### src/rtl/mux_rr_n.sv
// mux_rr_n: registered N-channel, W-bit multiplexer with valid/ready on
// every input and on the output. A runtime mode bit chooses between a
// sel-driven fixed pick (mode=0) and round-robin arbitration (mode=1).
// The output stage is a pass-through register: a word can be popped and
// replaced in the same cycle, so a steady stream moves one word per clock.
module mux_rr_n #(
    parameter int WIDTH = 4,
    parameter int N_CH  = 4,
    localparam int CH_W = (N_CH > 1) ? $clog2(N_CH) : 1
) (
    input  logic                    clk,
    input  logic                    reset,
    input  logic [N_CH*WIDTH-1:0]   in_data,
    input  logic [N_CH-1:0]         in_valid,
    output logic [N_CH-1:0]         in_ready,
    input  logic                    mode,
    input  logic [CH_W-1:0]         sel,
    output logic [WIDTH-1:0]        mux_out,
    output logic                    out_valid,
    input  logic                    out_ready,
    output logic [CH_W-1:0]         out_ch
);

    logic [CH_W-1:0] rr_ptr;
    logic [CH_W-1:0] cand;
    logic            cand_found;
    logic            load_en;
    logic            grant;

    // The output register can take a new word when empty or being popped.
    assign load_en = !out_valid || out_ready;
    assign grant   = !reset && load_en && cand_found;

    // Candidate search: direct index in fixed mode, rotating scan from
    // rr_ptr in round-robin mode. An out-of-range sel yields no candidate.
    always_comb begin
        int sel_i;
        int idx;
        cand       = '0;
        cand_found = 1'b0;
        sel_i      = int'(sel);
        idx        = 0;
        if (!mode) begin
            if (sel_i < N_CH) begin
                if (in_valid[sel_i]) begin
                    cand       = sel;
                    cand_found = 1'b1;
                end
            end
        end else begin
            for (int i = 0; i < N_CH; i++) begin
                idx = int'(rr_ptr) + i;
                if (idx >= N_CH) begin
                    idx = idx - N_CH;
                end
                if (!cand_found && in_valid[idx]) begin
                    cand       = CH_W'(idx);
                    cand_found = 1'b1;
                end
            end
        end
    end

    // One-hot ready toward the granted producer only; zero during reset.
    always_comb begin
        in_ready = '0;
        for (int i = 0; i < N_CH; i++) begin
            in_ready[i] = grant && (cand == CH_W'(i));
        end
    end

    // Output register and round-robin pointer update.
    always_ff @(posedge clk) begin
        if (reset) begin
            out_valid <= 1'b0;
            mux_out   <= '0;
            out_ch    <= '0;
            rr_ptr    <= '0;
        end else if (grant) begin
            out_valid <= 1'b1;
            mux_out   <= in_data[cand*WIDTH +: WIDTH];
            out_ch    <= cand;
            if (mode) begin
                rr_ptr <= (cand == CH_W'(N_CH - 1)) ? '0 : cand + 1'b1;
            end
        end else if (out_ready) begin
            out_valid <= 1'b0;
        end
    end

endmodule

### config.mk
export PLATFORM = sky130hd
export DESIGN_NAME = mux_rr_n
export DESIGN_NICKNAME = d
export VERILOG_FILES = /design/src/rtl/mux_rr_n.sv
export SDC_FILE = /design/constraint.sdc
export NUM_CORES = 1
export LEC_CHECK = 0
export CORE_UTILIZATION = 23
export CTS_BUF_LIST = sky130_fd_sc_hd__clkbuf_8 sky130_fd_sc_hd__clkbuf_16
export DETAILED_ROUTE_END_ITERATION = 8
export GPL_TIMING_DRIVEN = 0
export SLEW_MARGIN = 10
export SYNTH_ARGS = -nofsm -noshare
export SYNTH_HDL_FRONTEND = slang
export SYNTH_SLANG_ARGS = --single-unit
### constraint.sdc
create_clock -name clk -period 3.3 [get_ports clk]
set_clock_uncertainty 0.2 [all_clocks]
set_input_delay 0.66 -clock clk [delete_from_list [all_inputs] [get_ports clk]]
set_output_delay 0.66 -clock clk [all_outputs]
set_load 0.01 [all_outputs]
* Word level (Yosys, flattened, before mapping)
Index checks and enable logic that the tools add are counted.
** Operators by class
- $add $sub $neg :: 8
- Multipliers :: 0
- Div/mod/pow operators :: 0
- Magnitude comparators :: 9
- Equality and inequality tests :: 3
- Shift-type cells :: 1
- Muxes and demuxes :: 40
- Bitwise operators :: 0
- Reduce and logical (&&, ||, !) cells :: 18
** Operators with widths (number)
- 32-bit 2-to-1 mux :: 8
- 32-bit by 4-bit < comparator with 1-bit output, second input constant :: 4
- 1-bit 2-to-1 mux :: 20
- 16-bit by 5-bit indexed part select with 4-bit output :: 1
- 2-bit 2-to-1 mux :: 7
- 3-bit by 3-bit subtractor with 4-bit output, second input constant :: 3
- 1-bit binary-select mux with 2-bit select :: 5
- 3-bit >= comparator, second input constant :: 3
- 1-bit logical AND :: 9
- 2-bit by 2-bit adder with 3-bit output, second input constant :: 2
- 1-bit logical NOT :: 5
- 2-bit == test, second input constant :: 2
- 2-bit by 3-bit subtractor with 4-bit output, second input constant :: 1
- 2-bit by 1-bit adder with 3-bit output, second input constant :: 1
- 2-bit by 3-bit >= comparator with 1-bit output, second input constant :: 1
- 2-bit by 3-bit < comparator with 1-bit output, second input constant :: 1
- 2-bit by 1-bit adder with 2-bit output, second input constant :: 1
- 2-bit by 1-bit == test with 1-bit output, second input constant :: 1
- 2-bit logical NOT :: 1
- 2-bit AND reduction :: 1
- 2-bit nonzero test :: 1
- 1-bit logical OR :: 1
** Word-level totals
- Bits in registers :: 9
- Bits in latches :: 0
- Bits in writable memories :: 0
- ROM bits :: 0
- Input port bits :: 26
- Output and inout port bits :: 11
- Logic and storage cells :: 83
- Memories kept :: 0

* Depth between registers and ports, before layout
Gate-level depths: netlist (run 1).
- Word-level depth :: 22
- Depth in mapped cells :: 8

* Worst setup path after synthesis (run 1)
Ideal clock, no wire load.
- Path type :: input-to-output
- Start point :: in in_valid[1]
- End point :: out in_ready[0]
- Arrival :: 1814 ps
- Data required time :: 2440 ps
- Path slack :: 626 ps
- Stages on the path :: 6
- Buffers on the path :: 1
- Cells stage by stage :: buf_2 -> mux4_2 -> a211oi_2 -> nor2_1 -> nand3_1 -> nor2_1
** Between the ends
- Cells in the longest elaborated chain, start to end :: 19
- Elaborated cells on any way between the ends :: 38
- Those cells by class :: mux: 29; reduce/logical: 9
** RTL lines
- start, declared :: line 14 : input logic [N_CH-1:0] in_valid,
- 1-bit binary-select mux with 2-bit select :: line 56 : if (!cand_found && in_valid[idx]) begin
- 1-bit 2-to-1 mux (implied by the code) (2 in a row) :: line 56
- 1-bit 2-to-1 mux :: line 56
- 1-bit 2-to-1 mux :: line 43 : if (!mode) begin
- 1-bit logical NOT :: line 56
- 1-bit logical AND :: line 56
- 1-bit 2-to-1 mux :: line 56
- 1-bit 2-to-1 mux :: line 43
- (+2 left out)
- 1-bit 2-to-1 mux :: line 56
- 1-bit 2-to-1 mux :: line 43
- 1-bit logical NOT :: line 56
- 1-bit logical AND :: line 56
- 2-bit 2-to-1 mux or 1-bit 2-to-1 mux (tied branches) :: line 56
- 2-bit 2-to-1 mux or 1-bit 2-to-1 mux (tied branches) :: line 43
- 2-bit logical NOT or 1-bit logical AND (tied branches) :: line 68, 32
- 1-bit logical AND * :: line 68 : in_ready[i] = grant && (cand == CH_W'(i));
- end, declared :: line 15 : output logic [N_CH-1:0] in_ready,
Every way passes the cells marked *; elsewhere a longest branch is shown, timed or not. The select of a mux whose other input is x is not followed.

* Final worst setup path (run 1)
- Start point :: in in_valid[2]
- End point :: out in_ready[2]
** Between the ends
- Cells in the longest elaborated chain, start to end :: 19
- Elaborated cells on any way between the ends :: 38
- Those cells by class :: eq/ne: 1; mux: 29; reduce/logical: 8
** RTL lines (line)
- 1-bit binary-select mux with 2-bit select :: 56
- 1-bit 2-to-1 mux (implied by the code) (2 in a row) :: 56
- 1-bit 2-to-1 mux :: 56
- 1-bit 2-to-1 mux :: 43
- 1-bit logical NOT :: 56
- 1-bit logical AND :: 56
- 1-bit 2-to-1 mux :: 56
- 1-bit 2-to-1 mux :: 43
- (+2 left out)
- 1-bit 2-to-1 mux :: 56
- 1-bit 2-to-1 mux :: 43
- 1-bit logical NOT :: 56
- 1-bit logical AND :: 56
- 2-bit 2-to-1 mux or 1-bit 2-to-1 mux (tied branches) :: 56
- 2-bit 2-to-1 mux or 1-bit 2-to-1 mux (tied branches) :: 43
- 2-bit == test or 1-bit logical AND (tied branches) :: 68, 32
- 1-bit logical AND * :: 68
Marks and branches as above.

==> reports/results.ini, run 1 <==
[worst_hold_path]
hp-start=out_ch[1]$_SDFFE_PP0P_
hold_class=reg2reg

[pwr]
clock_power_share=0.281
power.switching_uw=132
p_comb_frac=0.420
swShare=0.303
seqPwrFrac=0.299
ir_drop_mv=0.185
power_uw=437
power.density_nw_per_um2=321
power.leakage_uw=0.000567
intPower_uw=304

[logic_synthesis]
seq_area_frac_synth=0.210
yosys.area.top_type=dfxtp_1
synth_edf_count=0
ys_warn_count=0
syn-num-nets=129
yosys.cell_types.count=40
ys.flop_type=dfxtp_1
syn_inst=103
syn_area_um2=860
synth-seq-cells=9
syn_area_per_cell_um2=8.35
synth_top_area_frac=0.210
async_flop_share=0
synth_area_leaders=dfxtp_1 21%, mux2i_1 9.3%, a21oi_1 4.7%

[worst_setup_path]
critPathSlowestCell=mux4_2
crit_end=in_ready[2]
crit_start=in_valid[2]
crit_path_start_kind=primary input
crit_family=buffers and inverters
r2r_cells=8
arrival_ps=2360
r2r_end=mux_out[1]$_SDFFE_PP0P_
critPathKind=in2out
max_stage_delay_ps=500
worstPathCellList=clkdlybuf4s15_2 -> mux4_2 -> a211oi_2 -> nor2_2 -> buf_4 -> nand3_2 -> nor2_1 -> dlygate4sd2_1
crit_fanout=8
crit_path_end_kind=output port
regToRegSetupSlack_ps=1080
worstReg2RegStart=rr_ptr[0]$_SDFFE_PP0P_
crit_required_ps=2440
crit_cells=8
cp.buffers_inverters=3

[clocking]
clk_latency_ps=230
clk_path_buf_depth=2
path_clk_slew_ps=40
cts.sinks=9
htreeDepth=1
cts.hold.buffers_added=0
cts-buffers-inserted=3
cts_tree=done
clock-root-buffer=clkbuf_8

[grt]
grt_pass1_wl_um=4150
grt_max_degree=11
met1_usage=0.174
gr-usage-met3=0.0453
grt_usage=0.130
gr-total-overflow=0
antenna_found_initial=0
grt_pass1_vias=942
use_met2=0.190
grt.busiest_layer=met2

[timing]
period_share=0.977
worst_slew_pin_slew_ps=409
max_freq_mhz=310
finalSetupViolations=0
slew_headroom=0.727
hold_violations=0
tns_ps=0
rsz0062_at_grt=no
hold_slack_ps=256
period_needed_ps=3220
setup_slack_ps=76.8
final_max_slew_viol_count=0

[place]
hpwl_um=1950
io_buffers=35
dpl_cell_area_um2=1270
dp_slack_ps=-548
place_congestion=0.795

[detailed_routing]
drc=0
viasPerCell=5.00
first_iter_violations=36
vias=960
antenna_left=0
routedWlPerCell_um=13.0
firstDrtPassIters=4
routed_wirelength_um=2490

[layout]
layout-drive-gt1-share=0.192
nNetsFinal=173
num_antenna_cells=0
fin_area_um2=1360
fillers=375
area_growth_pct=58.2

[die]
start_util=0.248
rows=21
die_w_um=63.1
die_area_um2=3990
ios=37
coreArea_um2=3470
die_h_um=63.1

[run]
drv_cap=0

[run_status]
status=finished clean

==> final cells by class <==
cell class	instances	area (um2)	share of cell area
repair buffers	39	373	0.274
flip-flops and latches	9	180	0.132
inverters	5	18.8	0.0138
multi-input cells	83	641	0.471
well taps	46	57.6	0.0423
clock buffers	3	41.3	0.0304
clock inverters	1	3.75	0.00276
plain buffers	6	45.0	0.0331
==> how the worst min path moves through the flow <==
stage	endpoint	slack, ps	cells past startpoint
final	out_ch[1]$_SDFFE_PP0P_	260	2
after global routing	out_ch[1]$_SDFFE_PP0P_	290	2
after CTS	out_ch[1]$_SDFFE_PP0P_	260	2
after detailed placement	out_ch[1]$_SDFFE_PP0P_	250	2
after global placement	out_ch[1]$_SDFFE_PP0P_	250	2
after floorplan	out_ch[1]$_SDFFE_PP0P_	270	2
==> registers in the layout (all words and copies together), names as in the netlist <==
name	count
rr_ptr	2
out_valid	1
out_ch	2
mux_out	4
==> stage by stage <==
step | std cells | utilization
after floorplan | 103 | -
final | 192 | 0.392
after global placement | 184 | 0.365
after global routing | 192 | 0.392
after detailed placement | 184 | 0.365
after CTS | 192 | 0.393
==> synthesized netlist by cell type (all sizes together) (2+ instances only) <==
master / instances
o22a: 2
mux2i: 8
a21oi: 8
nand3: 7
o221ai: 4
dfxtp: 9
a21o: 2
nor3: 2
and4: 2
nand2: 8
o21ai: 6
nor2b: 3
o22ai: 2
inv: 5
nor2: 8
nand2b: 2
mux4: 2
buf: 5
==> worst reg2reg max path: stages, from the launching register on <==
cell,delay [ps]
dfxtp_1,320
buf_6,130
mux4_2,510
a211oi_2,280
nor2_2,80
buf_4,150
buf_4,130
nand2_1,130
o221ai_1,150
==> routing by layer <==
| layer | vias to the layer above | part of all wire |
|---|---|---|
| met5 | - | 0 |
| met2 | 31 | 0.47 |
| li1 | 478 | - |
| met4 | 0 | 0.0064 |
| met1 | 449 | 0.47 |
| met3 | 2 | 0.055 |
==> cell families after synthesis <==
family          Yosys count  share of synthesized area
simple gates             38                      0.253
flops                     9                      0.210
mux                      11                      0.163
compound gates           34                      0.304
buf+inv                  11                     0.0699
==> timing repair <==
action | in CTS | in global routing
resized for setup | 22 | 2
pin swaps | 6 | 1
setup endpoints to repair | 4 | 2
gates cloned | 0 | 0
setup buffers | 4 | 0
hold endpoints to repair | 0 | 0
==> cells in the final DEF, fill, tap and decap left out, types with 2 or more instances in the layout <==
| cell type | count |
|---|---|
| buf_4 | 5 |
| mux2i_1 | 8 |
| o21ai_0 | 6 |
| clkbuf_8 | 3 |
| dlygate4sd2_1 | 6 |
| nor2_1 | 7 |
| dfxtp_1 | 9 |
| a21o_1 | 2 |
| nand2_1 | 7 |
| o221ai_1 | 4 |
| buf_2 | 2 |
| o22ai_1 | 2 |
| nor3_1 | 2 |
| nor2b_1 | 3 |
| inv_1 | 4 |
| buf_6 | 2 |
| clkbuf_2 | 2 |
| a21oi_1 | 8 |
| and4_1 | 2 |
| inv_2 | 2 |
| o22a_1 | 2 |
| clkdlybuf4s15_2 | 2 |
| nand3_1 | 6 |
| clkdlybuf4s50_1 | 25 |
==> power by group through the flow <==
stage / registers [uW] / logic (uW) / clock network [uW]
floorplan: 136 / 90.6 / 0
global placement: 131 / 173 / 0
detailed placement: 132 / 175 / 0
CTS: 130 / 184 / 126
global route: 132 / 199 / 135
finish: 131 / 183 / 123
Power figures use the tool's default switching activity.
==> run 2, diff against run 1 <==
- CORE_MARGIN: default -> 2
==> run 2 against run 1 <==
Core utilization shrank 2.2 points. Final cell count rose by 1.0%. Register-to-register slack better by 50 ps. Fmax up 0.65%. Non-clock buffer count is the same. Largest power group unchanged. Setup slack gained 21 ps.
==> reports/results.ini, run 2 (synthesis gave the netlist of run 1 again) <==
[detailed_routing]
antenna_left=0  ; unchanged
drc=0  ; unchanged
firstDrtPassIters=4  ; unchanged
routedWlPerCell_um=13.0  ; +0.44%
vias=979  ; +2.0%
viasPerCell=5.05  ; +0.93%
routed_wirelength_um=2530  ; +1.5%
first_iter_violations=45  ; +25%

[die]
die_w_um=65.1  ; +3.2%
ios=37  ; unchanged
rows=22  ; +4.8%
die_h_um=65.1  ; +3.2%
start_util=0.237  ; -0.0113
die_area_um2=4240  ; +6.4%
coreArea_um2=3630  ; +4.8%

[grt]
grt_usage=0.129  ; -0.00123
gr-total-overflow=0  ; unchanged
grt_pass1_wl_um=4350  ; +4.8%
grt_max_degree=11  ; unchanged
antenna_found_initial=0  ; unchanged
grt_pass1_vias=925  ; -1.8%

[run]
drv_cap=0  ; unchanged

[layout]
top_register=mux_out
nNetsFinal=173  ; unchanged
area_growth_pct=56.6
layout-drive-gt1-share=0.192  ; unchanged
top_regs=mux_out: 4 flops, out_ch: 2 flops, rr_ptr: 2 flops
num_antenna_cells=0  ; unchanged
stdcell_count=194  ; +1.0%
fillers=406  ; +8.3%
fin_area_um2=1350  ; -1.0%
largest_reg_flops=4  ; unchanged
final_common_cell=clkdlybuf4s50_1
most-common-layout-cells=26 x clkdlybuf4s50_1, 9 x dfxtp_1, 8 x mux2i_1

[worst_hold_path]
hold_class=reg2reg

[clocking]
clock-root-buffer=clkbuf_8
cts.hold.buffers_added=0  ; unchanged
clk_path_buf_depth=2  ; unchanged
clk_latency_ps=230  ; about the same
cts_tree=done
cts-buffers-inserted=3  ; unchanged
htreeDepth=1  ; unchanged
cts.sinks=9  ; unchanged
path_clk_slew_ps=40  ; about the same

[worst_setup_path]
worstPathCellList=clkdlybuf4s50_1 -> mux4_2 -> o211ai_1 -> nor2_4 -> nand2_2 -> nor2_1 -> dlygate4sd2_1
crit_required_ps=2440  ; about the same
crit_path_end_kind=output port
crit_path_start_kind=primary input
critPathKind=in2out
max_stage_delay_ps=510  ; about the same
critPathSlowestCell=clkdlybuf4s50_1
arrival_ps=2340  ; -20 ps
crit_fanout=7  ; -1

[timing]
rsz0062_at_grt=no
slew_headroom=0.776  ; +0.0489
worst_slew_pin_slew_ps=336  ; -73.1 ps
hold_violations=0  ; unchanged
period_needed_ps=3200  ; -21.0 ps
period_share=0.970  ; -0.00636
final_max_slew_viol_count=0  ; unchanged
max_freq_mhz=312  ; +0.65%
finalSetupViolations=0  ; unchanged

[place]
dpl_cell_area_um2=1270  ; +0.20%
hpwl_um=1970  ; +1.0%
place_congestion=0.719  ; -9.5%
dp.cells=186  ; +1.1%
io_buffers=35  ; unchanged

[pwr]
power.density_nw_per_um2=325  ; +1.2%
ir_drop_mv=0.191  ; +3.4%
power.leakage_uw=0.000543  ; -4.3%
power_uw=438  ; +0.22%

[run_status]
status=finished clean

==> run 2: timing repair <==
action                                  4_1_cts  5_1_grt
endpoints found under the setup margin        4        4
resized for setup                            14        9
buffers inserted                              4        0
endpoints found under the hold margin         0        0
pin swaps                                     5        1
==> run 2: final cells by class <==
cell class                 count  area (um2)  share of cell area
clock buffer                   3        41.3              0.0307
buffer                         6        45.0              0.0335
multi-input combinational     83         634               0.471
clock inverter                 1        3.75             0.00279
sequential                     9         180               0.134
tap                           48        60.1              0.0446
inverter                       5        18.8              0.0139
timing repair buffer          39         363               0.270
==> run 2: layer usage <==
layer,vias up,share of wire,global-route usage
met3,4,0.044,0.0274
met5,-,0,0
met4,0,0.012,0.0391
met2,23,0.48,0.196
met1,471,0.47,0.182
li1,481,-,-
==> run 2: path summary, 6_finish.rpt <==
check                               from                       to  slack, ps  depth (start not counted)
setup / recovery                  sel[1]              in_ready[1]        100                          7
hold / removal    out_ch[1]$_SDFFE_PP0P_   out_ch[1]$_SDFFE_PP0P_        260                          2
setup reg to reg  rr_ptr[0]$_SDFFE_PP0P_  mux_out[1]$_SDFFE_PP0P_       1130                          9
hold reg to reg   out_ch[1]$_SDFFE_PP0P_   out_ch[1]$_SDFFE_PP0P_        260                          2
==> run 2: critical path: cells and delay by family <==
kind	cells	cell delay [ps]
compound gates	1	310
simple gates	3	240
buf+inv	2	800
mux	1	320
==> run 2: power breakdown <==
part	switching (uW)	total, uW	internal, uW
Sequential	8.01	130	122
Clock	45.0	126	81.1
Combinational	81.3	181	99.8
==> run 2: per-stage QoR <==
step / hold WS, ps / setup TNS (ps) / utilization / setup slack, ps
final: 256 / 0 / 0.371 / 97.8
after global routing: 272 / 0 / 0.371 / 5.11
after CTS: 257 / 0 / 0.369 / 17.8
after detailed placement: 250 / -2120 / 0.350 / -581
after global placement: 250 / -2100 / 0.350 / -578
after floorplan: 274 / 0 / - / 626
